### src/rtl/adc_pkg.sv
// Shared types and constants for the ADC scan controller: state encoding,
// channel count, frame byte-slot positions and a channel-pick helper.
package adc_pkg;

    localparam int unsigned NUM_CH  = 4;
    localparam int unsigned CH_W    = 2;
    localparam int unsigned ADDR_W  = 3;
    localparam int unsigned BYTE_W  = 8;
    localparam int unsigned FRAME_W = NUM_CH * BYTE_W;

    // LSB position of each channel's byte inside the presented frame
    localparam int unsigned SLOT_CH0 = 24;
    localparam int unsigned SLOT_CH1 = 16;
    localparam int unsigned SLOT_CH2 = 8;
    localparam int unsigned SLOT_CH3 = 0;

    typedef enum logic [2:0] {
        S_IDLE,
        S_SEL,
        S_START,
        S_WAIT_LO,
        S_WAIT_HI,
        S_READ,
        S_NEXT,
        S_PRESENT
    } scan_state_t;

    typedef struct packed {
        logic            found;
        logic [CH_W-1:0] idx;
    } ch_pick_t;

    // Lowest set mask bit at or above 'from'
    function automatic ch_pick_t pick_ch(input logic [NUM_CH-1:0] mask,
                                         input logic [CH_W:0]     from);
        ch_pick_t p;
        p = '0;
        for (int i = NUM_CH - 1; i >= 0; i--) begin
            if (mask[i] && (i >= int'(from))) begin
                p.found = 1'b1;
                p.idx   = CH_W'(i);
            end
        end
        return p;
    endfunction

    function automatic int unsigned slot_lsb(input logic [CH_W-1:0] ch);
        case (ch)
            CH_W'(0): slot_lsb = SLOT_CH0;
            CH_W'(1): slot_lsb = SLOT_CH1;
            CH_W'(2): slot_lsb = SLOT_CH2;
            default:  slot_lsb = SLOT_CH3;
        endcase
    endfunction

endpackage

### src/rtl/adc_clkdiv.sv
// Free-running ADC conversion clock: toggles every CLK_DIV system clocks.
module adc_clkdiv #(
    parameter int unsigned CLK_DIV = 8
) (
    input  logic clock,
    input  logic reset,
    output logic adc_clock
);

    localparam int unsigned      DIV_W    = (CLK_DIV > 1) ? $clog2(CLK_DIV) : 1;
    localparam logic [DIV_W-1:0] DIV_LAST = DIV_W'(CLK_DIV - 1);

    logic [DIV_W-1:0] r_cnt;
    logic             r_adc_clk;

    always_ff @(posedge clock) begin
        if (reset) begin
            r_cnt     <= '0;
            r_adc_clk <= 1'b0;
        end else if (r_cnt == DIV_LAST) begin
            r_cnt     <= '0;
            r_adc_clk <= ~r_adc_clk;
        end else begin
            r_cnt <= r_cnt + DIV_W'(1);
        end
    end

    assign adc_clock = r_adc_clk;

endmodule

### src/rtl/adc_scan_ctrl.sv
// Multi-channel ADC scan sequencer: selects, starts and reads each masked
// channel in ascending order, then presents a 4-byte frame via valid/ready.
module adc_scan_ctrl
    import adc_pkg::*;
#(
    parameter int unsigned CLK_DIV     = 8,
    parameter int unsigned START_W     = 4,
    parameter int unsigned EOC_TIMEOUT = 255
) (
    input  logic               clock,
    input  logic               reset,
    input  logic               enable,
    input  logic [NUM_CH-1:0]  ch_mask,
    input  logic               eoc,
    input  logic [BYTE_W-1:0]  adc_data,
    output logic               adc_clock,
    output logic               start,
    output logic               ale,
    output logic               oe,
    output logic [ADDR_W-1:0]  address,
    output logic [FRAME_W-1:0] frame_data,
    output logic               frame_valid,
    input  logic               frame_ready,
    output logic               timeout_err,
    input  logic               err_clr
);

    localparam int unsigned      SW_W       = (START_W > 1) ? $clog2(START_W) : 1;
    localparam logic [SW_W-1:0]  START_LAST = SW_W'(START_W - 1);
    localparam int unsigned      TMO_W      = $clog2(EOC_TIMEOUT + 1);
    localparam logic [TMO_W-1:0] TMO_LAST   = TMO_W'(EOC_TIMEOUT - 1);

    scan_state_t        r_state;
    logic               r_eoc_meta;
    logic               r_eoc_s;
    logic [NUM_CH-1:0]  r_mask;
    logic [CH_W-1:0]    r_ch;
    logic [SW_W-1:0]    r_start_cnt;
    logic [TMO_W-1:0]   r_tmo;
    logic               r_rd_phase;
    logic [BYTE_W-1:0]  r_bytes [NUM_CH];
    logic               r_start;
    logic               r_ale;
    logic               r_oe;
    logic [ADDR_W-1:0]  r_addr;
    logic [FRAME_W-1:0] r_frame;
    logic               r_fv;
    logic               r_err;

    ch_pick_t           w_pick_first;
    ch_pick_t           w_pick_next;
    logic [FRAME_W-1:0] w_frame;

    adc_clkdiv #(.CLK_DIV(CLK_DIV)) u_clkdiv (
        .clock     (clock),
        .reset     (reset),
        .adc_clock (adc_clock)
    );

    assign w_pick_first = pick_ch(ch_mask, '0);
    assign w_pick_next  = pick_ch(r_mask, (CH_W+1)'({1'b0, r_ch}) + (CH_W+1)'(1));

    always_comb begin
        w_frame = '0;
        for (int i = 0; i < NUM_CH; i++) begin
            w_frame[slot_lsb(CH_W'(i)) +: BYTE_W] = r_bytes[i];
        end
    end

    // eoc is asynchronous to clock
    always_ff @(posedge clock) begin
        if (reset) begin
            r_eoc_meta <= 1'b0;
            r_eoc_s    <= 1'b0;
        end else begin
            r_eoc_meta <= eoc;
            r_eoc_s    <= r_eoc_meta;
        end
    end

    // Scan FSM; control strobes are registered alongside the state they belong to
    always_ff @(posedge clock) begin
        if (reset) begin
            r_state     <= S_IDLE;
            r_mask      <= '0;
            r_ch        <= '0;
            r_start_cnt <= '0;
            r_tmo       <= '0;
            r_rd_phase  <= 1'b0;
            r_start     <= 1'b0;
            r_ale       <= 1'b0;
            r_oe        <= 1'b0;
            r_addr      <= '0;
            r_frame     <= '0;
            r_fv        <= 1'b0;
            r_err       <= 1'b0;
            for (int i = 0; i < NUM_CH; i++) r_bytes[i] <= '0;
        end else begin
            r_ale   <= 1'b0;
            r_start <= 1'b0;
            r_oe    <= 1'b0;
            if (err_clr) r_err <= 1'b0;

            case (r_state)
                S_IDLE: begin
                    if (enable && w_pick_first.found) begin
                        r_mask  <= ch_mask;
                        r_ch    <= w_pick_first.idx;
                        r_addr  <= ADDR_W'(w_pick_first.idx);
                        r_ale   <= 1'b1;
                        r_state <= S_SEL;
                        for (int i = 0; i < NUM_CH; i++) r_bytes[i] <= '0;
                    end
                end
                S_SEL: begin
                    r_start     <= 1'b1;
                    r_start_cnt <= '0;
                    r_state     <= S_START;
                end
                S_START: begin
                    if (r_start_cnt == START_LAST) begin
                        r_tmo   <= '0;
                        r_state <= S_WAIT_LO;
                    end else begin
                        r_start     <= 1'b1;
                        r_start_cnt <= r_start_cnt + SW_W'(1);
                    end
                end
                S_WAIT_LO: begin
                    if (!r_eoc_s) begin
                        r_tmo   <= r_tmo + TMO_W'(1);
                        r_state <= S_WAIT_HI;
                    end else if (r_tmo >= TMO_LAST) begin
                        r_bytes[r_ch] <= '0;
                        r_err         <= 1'b1;
                        r_state       <= S_NEXT;
                    end else begin
                        r_tmo <= r_tmo + TMO_W'(1);
                    end
                end
                S_WAIT_HI: begin
                    if (r_eoc_s) begin
                        r_oe       <= 1'b1;
                        r_rd_phase <= 1'b0;
                        r_state    <= S_READ;
                    end else if (r_tmo >= TMO_LAST) begin
                        r_bytes[r_ch] <= '0;
                        r_err         <= 1'b1;
                        r_state       <= S_NEXT;
                    end else begin
                        r_tmo <= r_tmo + TMO_W'(1);
                    end
                end
                S_READ: begin
                    if (!r_rd_phase) begin
                        r_oe       <= 1'b1;
                        r_rd_phase <= 1'b1;
                    end else begin
                        r_bytes[r_ch] <= adc_data;
                        r_state       <= S_NEXT;
                    end
                end
                S_NEXT: begin
                    if (w_pick_next.found) begin
                        r_ch    <= w_pick_next.idx;
                        r_addr  <= ADDR_W'(w_pick_next.idx);
                        r_ale   <= 1'b1;
                        r_state <= S_SEL;
                    end else begin
                        r_frame <= w_frame;
                        r_fv    <= 1'b1;
                        r_state <= S_PRESENT;
                    end
                end
                S_PRESENT: begin
                    if (frame_ready) begin
                        r_fv <= 1'b0;
                        if (enable && w_pick_first.found) begin
                            r_mask  <= ch_mask;
                            r_ch    <= w_pick_first.idx;
                            r_addr  <= ADDR_W'(w_pick_first.idx);
                            r_ale   <= 1'b1;
                            r_state <= S_SEL;
                            for (int i = 0; i < NUM_CH; i++) r_bytes[i] <= '0;
                        end else begin
                            r_state <= S_IDLE;
                        end
                    end
                end
                default: r_state <= S_IDLE;
            endcase
        end
    end

    assign start       = r_start;
    assign ale         = r_ale;
    assign oe          = r_oe;
    assign address     = r_addr;
    assign frame_data  = r_frame;
    assign frame_valid = r_fv;
    assign timeout_err = r_err;

endmodule
### config.mk
export PLATFORM = sky130hd
export DESIGN_NAME = adc_scan_ctrl
export DESIGN_NICKNAME = d
export VERILOG_FILES = /design/src/rtl/adc_pkg.sv /design/src/rtl/adc_clkdiv.sv /design/src/rtl/adc_scan_ctrl.sv
export SDC_FILE = /design/constraint.sdc
export NUM_CORES = 1
export LEC_CHECK = 0
export ABC_AREA = 1
export CORE_UTILIZATION = 49
export CTS_CLUSTER_DIAMETER = 120
export CTS_CLUSTER_SIZE = 14
export DETAILED_ROUTE_END_ITERATION = 12
export PLACE_DENSITY = 0.75
export SYNTH_ARGS = -nofsm -noshare
export SYNTH_HDL_FRONTEND = slang
export SYNTH_SLANG_ARGS = --single-unit
### constraint.sdc
create_clock -name clock -period 1.6 [get_ports clock]
set_clock_uncertainty 0.05 [all_clocks]
set_input_delay 0.32 -clock clock [delete_from_list [all_inputs] [get_ports clock]]
set_output_delay 0.32 -clock clock [all_outputs]
set_load 0.05 [all_outputs]
==> results of run 1 <==
==> final timing paths <==
check | end | startpoint | slack, ns | cells after the start
worst max-delay path | r_bytes[3][3] | r_tmo[0] | -0.1 | 10
worst min-delay path | r_eoc_s | r_eoc_meta | 0.35 | 2
worst max register to register | r_bytes[3][3] | r_tmo[0] | -0.1 | 10
worst min register to register | r_eoc_s | r_eoc_meta | 0.35 | 2
==> cells in the final DEF (no fill, tap or decap), drive strengths merged <==
cell type / Yosys / layout
o21a: 1 / 1
dfxtp: 62 / 62
nor3: 2 / 2
ha: 5 / 5
xor2: 1 / 1
xnor2: 2 / 2
nor2: 121 / 121
a21o: 1 / 1
clkdlybuf4s50: 0 / 17
nand3: 20 / 20
or2: 2 / 2
clkbuf: 10 / 11
a21boi: 1 / 1
inv: 51 / 56
buf: 13 / 98
o22ai: 2 / 2
nand3b: 1 / 1
clkinv: 2 / 4
conb: 1 / 1
nand2: 70 / 70
nand4: 27 / 27
edfxtp: 32 / 32
a21oi: 21 / 21
o21ai: 53 / 53
==> stage by stage <==
stage | util, % | cells | hold WS (ns)
final | 74.0 | 716 | 0.353
after global routing | 74.0 | 716 | 0.372
after global placement | 66.9 | 685 | 0.342
after detailed placement | 66.9 | 685 | 0.342
after floorplan | - | 501 | 0.338
after CTS | 71.4 | 711 | 0.355
==> power by group through the flow <==
| stage | logic (mW) | registers (mW) | clock network [mW] |
|---|---|---|---|
| 5_1_grt | 2.46 | 3.08 | 1.64 |
| 2_1_floorplan | 1.04 | 3.17 | 0 |
| 4_1_cts | 1.97 | 3.02 | 1.53 |
| 3_5_place_dp | 1.87 | 3.06 | 0 |
| 6_report | 2.26 | 3.05 | 1.51 |
| 3_3_place_gp | 1.80 | 3.06 | 0 |
==> repair_timing <==
| action | in CTS | in global routing |
|---|---|---|
| resized for setup | 28 | 33 |
| setup endpoints to repair | 89 | 94 |
| cloned | 1 | 2 |
| pin swaps | 11 | 14 |
| hold buffers | 0 | 0 |
| buffers inserted | 9 | 7 |
==> worst min-delay path, cell delays in order (launching register included) <==
cell and delay, ns:
dfxtp_1 0.30, inv_1 0.04, nor2_1 0.03
==> layer usage <==
metal	vias up	global-route usage (%)	part of all wire, %
met1	1734	30.1	42
met4	0	10.8	2.5
met2	154	38.3	50
met3	24	4.77	5.8
met5	-	0	0
li1	1851	-	-
==> cell families after synthesis <==
| family | share of synthesized area (%) |
|---|---|
| AOI/OAI and AO/OA | 9.79 |
| xor gates and xnor gates | 0.635 |
| adders and majority gates | 1.51 |
| buffers and inverters | 8.04 |
| DFF | 53.2 |
| other | 0.0906 |
| and+or+nand+nor | 26.7 |
==> cell type report <==
cell class / count / area [um2]
Inverter: 53 / 206
Multi-Input combinational cell: 331 / 1810
Clock buffer: 9 / 124
Fill cell: 547 / 2130
Timing Repair Buffer: 117 / 1490
Sequential cell: 94 / 2220
Clock inverter: 7 / 67.6
Tap cell: 105 / 131
==> registers in the layout (all words and copies together), names as in the netlist, 2 cells and up <==
register,cells
r_mask,3
u_clkdiv.r_cnt,3
r_state,3
frame_data,32
r_ch,2
r_bytes,32
r_start_cnt,2
r_tmo,8
==> results.md, run 1 <==
- Total Power: 6.82 mW
- Sequential share of the synthesized area: a little over half
- PD cells: 1130 nW/um2
- Most common cell in the netlist: nor2_1
- Leakage: roughly 2.7 nW
- FF+latch count, synth: 94
- Core region area: 8180 um2
- Htree depth: 3
- I/O Pins: 59
- DR iter-0 viols: ~250
- Area growth, synth to finish: 46.2%
- DP HPWL: 6640 um
- CP Buf/Inv Count: 2
- Syn. warnings: 0
- CTS tree: done
- Initial core utilization: 50.6%
- Rows: 33
- Ant. Diodes: 0
- Final WS setup: -0.0987 ns
- Initial antenna violation count: 0
- Largest net degree at the start of global routing: 33
- Critical path cell sequence: inv_2 > ha_4 > nor2_1 > nor2_1 > nand2_1 > inv_2 > nand4_1 > nand2_2 > nand3_2 > nand2_4
- Die area: 8820 um2
- Post-DP Area: 5470 um2
- RSZ-0062 raised after global routing: true
- Synth cell count leaders: nor2_1 (112), dfxtp_1 (62), nand2_1 (61)
- Family with the most delay on the worst path: simple AND/OR/NAND/NOR gates
- Sw power: 2.47 mW
- Worst setup EP type: register
- Synth top area cells: dfxtp_1 (30%), edfxtp_1 (23%), nor2_1 (10%)
- Failing checks: negative setup slack
- Syn Nets: around 520
- Die X-Extent: 93.9 um
- ANT nets after route: 0
- Synth Cell Area: around 4100 um2
- Nets: 629
- Chip Height: ~94 um
- Internal power: 4.35 mW
- Cts bufs inserted: 9
- Crit path launch type: register
- Final hold vios: 0
- Clk pin slew, worst setup/hold paths: 0.10 ns
- Post-synth top area share: 30.0%
- Longest Clk Path Bufs: 2
- Final wirelength: 10,200 um
- Setup tns final: -2.68 ns
- Flop pwr share: roughly 45%
- Final Cycle Share: 106%
- Finish-stage setup viols: 36
- Outcome: complete, but fails checks
- Worst Path Required: between 1.5 and 2 ns
- Root Driver: clkbuf_8
- Critical path class: register to register
- Post-synth top area cell: dfxtp_1
- Post-synthesis async set-or-reset flop share: 0%
- Layout cell share with drive strength beyond 1: roughly 30%
- Worst vdd ir: between 0.9 and 1 mV
- GRT Util Overall: 23.6%
- Maximum clock rate: roughly 590 MHz
- Dpl ws: -0.633 ns
- Sw Share: 36.2%
- Total gr overflow: 0
- Comb pwr share: 33.2%
- CP max stage cell: dfxtp_2
- Clock power frac: 22.1%
- Vias per cell: roughly 5.3
- Clock latency on the worst-skew pair: 0.37 ns
- Clock sinks: 94
- DRC violations left: 0
- Mean post-synth cell area: 8.26 um2
- Port-buffer cells: 57
- Critical Path AT: between 1.5 and 2 ns
- Hold Crit Class: register to register
- Vias in the first global route: 3,472
- Avg WL per Cell: 14.3 um
- Max Cap Viol: 0
- Vias: 3,763
- Crit-path max cell delay: between 0.3 and 0.4 ns
- Cell count after synthesis: 501
- Design Area, Final: 6050 um2
- EDFF count, synth: 32
- Top FF cell, synth: dfxtp_1
- Distinct cells, synth: 34
- Pre-antenna DRT Iters: 5
- Global-route wire length before repair: 16,000 um
- Final min period: 1.70 ns
- Slew Limit Fails: 0
- Critical-path maximum fanout: 8
- Placer congestion estimate: approximately 0.94
Power figures use the tool's default switching activity.
==> run 2: changes to the inputs <==
--- a/config.mk
+++ b/config.mk
@@ -8,3 +8,3 @@
 export ABC_AREA = 1
-export CORE_UTILIZATION = 49
+export CORE_UTILIZATION = 48
 export CTS_CLUSTER_DIAMETER = 120
@@ -12,3 +12,3 @@
 export DETAILED_ROUTE_END_ITERATION = 12
-export PLACE_DENSITY = 0.75
+export PLACE_DENSITY = 0.76
 export SYNTH_ARGS = -nofsm -noshare
--- a/constraint.sdc
+++ b/constraint.sdc
@@ -4,2 +4,2 @@
 set_output_delay 0.32 -clock clock [all_outputs]
-set_load 0.05 [all_outputs]
+set_load 0.005 [all_outputs]
==> run 2 against run 1 <==
The flow still finishes with violations (negative setup slack). Final area fell by 1.3%. Setup slack worse by 0.050 ns. Non-clock buffer count grew 11. Flip-flop and latch count did not move. Routed wire length grew 12%. Sequential share of layout area up 1.0 points. Highest routed layer unchanged.
==> results.md, run 2 (synthesis gave the netlist of run 1 again) <==
- Outcome: complete, but fails checks
- Failing checks: negative setup slack
- GRT Util Overall: approximately a quarter
- ANT nets after route: 0
- Reg2Reg Depth: 10
- CP most frequent cell: inv_2
- Final Util: between 70 and 80%
- Vias: ~3,900
- Family with the most delay on the worst path: simple AND/OR/NAND/NOR gates
- Critical path class: register to register
- Sw Share: 32.7%
- Vias per cell: 5.41
- Htree depth: 3
- Final Cycle Share: 109%
- RSZ-0062 raised after global routing: true
- DRC violations left: 0
- Largest net degree at the start of global routing: 33
- Area growth, synth to finish: 44.3%
- Initial core utilization: ~50%
- FF-to-FF Start: r_tmo[0]
- Worst setup EP type: register
- Multi-input logic area: 1840 um2
- Vias in the first global route: 3,535
- Hold Path Stages: 3
- Chip Height: between 90 and 100 um
- Nets: 640
- Comb pwr share: 31.2%
- Die X-Extent: 94.9 um
- Layout cell share with drive strength beyond 1: 30.3%
- CP Buf/Inv Count: 2
- Critical-path maximum fanout: 8
- Cts bufs inserted: 9
- Longest Clk Path Bufs: 2
- Slew Limit Fails: 0
- Crit path launch type: register
- Max Cap Viol: 0
- Avg WL per Cell: approximately 16 um
- Hold Crit Class: input port to register
- Hold_buf cts: 0
- CP max stage cell: dfxtp_2
- PD cells: 1210 nW/um2
- Final hold vios: 0
- Worst Hold Launch: ch_mask[1]
- Flop pwr share: 42.1%
- Worst setup startpoint: r_tmo[0]
- Rows: 33
- Sequential cell area: ~2300 um2
- Most frequent cells in the layout: nor2_1 (108), nand2_1 (52), buf_4 (52), inv_1 (44), clkdlybuf4s50_1 (35)
- Clock sinks: 94
- Critical path cell sequence: inv_2 > ha_4 > nor2_2 > nor2_1 > nand2_1 > inv_2 > nand4_1 > nand2_2 > nand3_2 > nand2_4
- Post-DP Area: 5110 um2
- Worst Path Required: 1.64 ns
- Final wirelength: 11,500 um
- Minimum hold slack: 0.247 ns
- Critical Path AT: 1.79 ns
- Final min period: 1.75 ns
- Levels on crit path: 10
- Final WS setup: -0.148 ns
- Global-route wire length before repair: 16,400 um
- Total Power: 7.20 mW
- Core region area: 8300 um2
- Placer congestion estimate: ~0.9
- Die area: 9000 um2
- Design Area, Final: 5970 um2
- Internal power: 4.84 mW
- DR iter-0 viols: around 330
- I/O Pins: roughly 60
- Pre-antenna DRT Iters: 5
- Clock latency on the worst-skew pair: 0.36 ns
- Sw power: 2.36 mW
- Port-buffer cells: 57
- DP HPWL: 6530 um
- Most common cell after layout, fill and taps aside: nor2_1
- Leakage: 2.99 nW
- Total gr overflow: 0
- Clk pin slew, worst setup/hold paths: around 0.1 ns
- Clock power frac: 26.7%
- Layout fillers: 567
- Initial antenna violation count: 0
- Finish-stage setup viols: 40
- CTS tree: done
- Dpl ws: -0.631 ns
- Maximum clock rate: 572 MHz
- Root Driver: clkbuf_8
- Ant. Diodes: 0
- Crit-path max cell delay: 0.34 ns
- Worst vdd ir: 0.689 mV
==> run 2: cell count changes in the layout (fill, tap and decap cells not counted), moves of 9 or more <==
cell,change
o21ai_2,+12
buf_12,-37
dfxtp_2,+27
clkdlybuf4s50_1,+18
dfxtp_1,-27
dlymetal6s2s_1,+19
o21ai_1,-9
==> run 2: worst paths after layout <==
kind / slack, ns / endpoint
worst max register to register: -0.15 / r_bytes[3][1]
worst min-delay path: 0.25 / r_mask[1]
worst max-delay path: -0.15 / r_bytes[3][1]
worst min register to register: 0.37 / r_eoc_s
==> run 2: final cells by class <==
| class | count | area share, % |
|---|---|---|
| inverters | 53 | 3.46 |
| repair buffers | 128 | 21.8 |
| flip-flops and latches | 94 | 37.7 |
| well taps | 105 | 2.20 |
| clock inverters | 6 | 1.97 |
| clock buffers | 9 | 2.07 |
| multi-input cells | 331 | 30.7 |
==> run 2: metal layers <==
layer | global-route usage, % | vias up | part of all wire [%]
li1 | - | 1883 | -
met1 | 30.7 | 1858 | 41
met2 | 39.0 | 156 | 51
met3 | 4.59 | 28 | 6.1
met4 | 9.34 | 0 | 2.2
met5 | 0 | - | 0
==> run 2: worst reg2reg max path, delay by kind of cell (launching register included) <==
kind                     cells  cell delay [ns]
adder cells (fa/ha/maj)      1             0.12
buffers and inverters        2             0.14
flip-flops                   1             0.34
AND/OR/NAND/NOR              7             0.83
==> run 2: through the flow <==
stage | setup TNS [ns] | cells
2_1_floorplan | 0 | 501
3_3_place_gp | -28.86 | 688
3_5_place_dp | -34.28 | 688
4_1_cts | -2.18 | 715
5_1_grt | -12.15 | 726
6_report | -4.30 | 726
==> run 2: power by group through the flow <==
stage	clock [mW]	combinational [mW]	sequential [mW]
after floorplan	0	1.03	3.03
after global placement	0	1.66	3.05
after detailed placement	0	1.71	3.05
after CTS	1.91	1.91	3.01
after global routing	2.01	2.45	3.07
final	1.92	2.24	3.03
==> run 2: timing repair <==
item | CTS | global route
pin swaps | 15 | 31
buffers inserted | 11 | 8
endpoints found under the setup margin | 93 | 143
resized for setup | 40 | 94
cloned | 1 | 4
==> run 3: changes to the inputs <==
- CAP_MARGIN: unset -> 5
- MAX_ROUTING_LAYER: unset -> met4
==> run 3 against run 2 <==
The flow still finishes with violations (negative setup slack). Routed wire length grew 3.0%. Die area is the same. Worst hold slack gained 0.12 ns. Register-to-register slack gained 0.03 ns. Count of clock-buffer cells in the layout is the same. Total power shrank 0.54%. Non-clock buffer count grew 5. Final cell count grew 0.69%. Fmax grew 0.32%. Final area grew 3.7%.
==> results.md, run 3 (synthesis gave the netlist of run 1 again) <==
- Outcome: complete, but fails checks
- Failing checks: negative setup slack
- Root Driver: clkbuf_8
- Rows: 33
- Chip Height: around 95 um
- Total Power: 7.16 mW
- Setup tns final: -5.76 ns
- PD cells: 1160 nW/um2
- Dpl ws: -0.573 ns
- Clock power frac: ~27%
- DRC violations left: 0
- Most frequent cells in the layout: nor2_1 (70), buf_4 (56), nand2_1 (53), inv_1 (44), clkdlybuf4s50_1 (44)
- Htree depth: 3
- Multi-input logic area: a little over 2000 um2
- Worst Path Required: approximately 1.7 ns
- Placer congestion estimate: 0.918
- Worst setup EP type: register
- Finish-stage setup viols: 76
- Crit path launch type: input port
- I/O Pins: between 50 and 60
- Comb pwr share: 29.7%
- Core region area: 8300 um2
- Die area: 9000 um2
- DP HPWL: about 6600 um
- Slew Limit Fails: 0
- Largest net degree at the start of global routing: 33
- Initial antenna violation count: 0
- Nets: 645
- GRT Util Overall: between 20% and 30%
- Vias in the first global route: around 3,400
- Final wirelength: 11,800 um
- Final Cycle Share: 109%
- Port-buffer cells: 57
- RSZ-0062 raised after global routing: true
- Initial core utilization: 49.9%
- Max Cap Viol: 0
- Internal power: 4.79 mW
- Hold_buf cts: 0
- Most common cell after layout, fill and taps aside: nor2_1
- Sw power: roughly 2.4 mW
- Clk pin slew, worst setup/hold paths: 0.10 ns
- DR iter-0 viols: 409
- CP max stage cell: clkdlybuf4s50_1
- Critical Path AT: 1.81 ns
- CTS tree: done
- Global-route wire length before repair: ~16,000 um
- Leakage: roughly 2.9 nW
- Longest Clk Path Bufs: 2
- Critical path cell sequence: clkdlybuf4s50_1 > nor2_2 > nand2_1 > nand4_1 > nor2_2 > nor2_4 > buf_6 > nand4_1 > inv_1
- Vias per cell: approximately 5.5
- Final hold vios: 0
- Maximum clock rate: 574 MHz
- Critical path class: input port to register
- Total gr overflow: 0
- Sequential cell area: 2260 um2
- Critical-path maximum fanout: 8
- Sw Share: 33.1%
- Layout cell share with drive strength beyond 1: around 37%
- Avg WL per Cell: 16.2 um
- Ant. Diodes: 0
- Worst vdd ir: 0.658 mV
- Clock latency on the worst-skew pair: 0.36 ns
- Final Util: 74.6%
- Flop pwr share: 43.5%
- Crit-path max cell delay: 0.50 ns
- Hold Crit Class: register to register
- Vias: 3,993
- Cts bufs inserted: 9
- Layout fillers: approximately 510
- ANT nets after route: 0
- Area growth, synth to finish: 49.6%
- Final WS setup: -0.143 ns
- Die X-Extent: 94.9 um
- Post-DP Area: 5110 um2
- Design Area, Final: 6190 um2
- Clock sinks: 94
- Final min period: 1.74 ns
- Pre-antenna DRT Iters: 6
==> run 3: repair_timing <==
| item | 4_1_cts | 5_1_grt |
|---|---|---|
| hold endpoints to repair | 0 | 0 |
| setup endpoints to repair | 96 | 129 |
| pin swaps | 8 | 23 |
| gates resized for setup | 24 | 158 |
| buffers inserted | 4 | 17 |
| cloned | 0 | 7 |
==> run 3: area by class of cell <==
class	instances	share of cell area [%]
tap	105	2.12
clock inverter	6	1.90
clock buffer	9	2.00
sequential	94	36.5
inverter	53	3.23
multi-input combinational	331	32.6
timing repair buffer	133	21.6
==> run 3: layer usage <==
metal	track usage (%)	vias up	part of all wire, %
met2	37.8	200	50
met1	30.6	1865	39
met5	-	-	0
li1	-	1885	-
met4	7.20	0	3.0
met3	4.99	43	8.0
==> run 3: final timing paths <==
kind | start | endpoint | slack (ns) | depth (start not counted)
setup reg to reg | r_state[1] | r_bytes[0][2] | -0.12 | 9
setup / recovery | ch_mask[1] | r_bytes[0][2] | -0.14 | 9
hold / removal | r_eoc_meta | r_eoc_s | 0.36 | 2
hold reg to reg | r_eoc_meta | r_eoc_s | 0.36 | 2
==> run 3: stage by stage <==
step / instances / hold WS [ns]
finish: 731 / 0.362
global route: 731 / 0.403
CTS: 707 / 0.365
detailed placement: 688 / 0.350
global placement: 688 / 0.341
floorplan: 501 / 0.338
==> run 3: power groups by stage <==
| stage | clock network (mW) | logic, mW | registers [mW] |
|---|---|---|---|
| after CTS | 1.90 | 1.79 | 3.02 |
| after global placement | 0 | 1.66 | 3.05 |
| after floorplan | 0 | 1.03 | 3.03 |
| after global routing | 2.04 | 2.31 | 3.15 |
| final | 1.92 | 2.13 | 3.12 |
| after detailed placement | 0 | 1.71 | 3.06 |
==> run 3: critical path: cells and delay by family <==
kind / cells / cell delay [ns]
simple gates: 6 / 0.78
buf+inv: 3 / 0.71
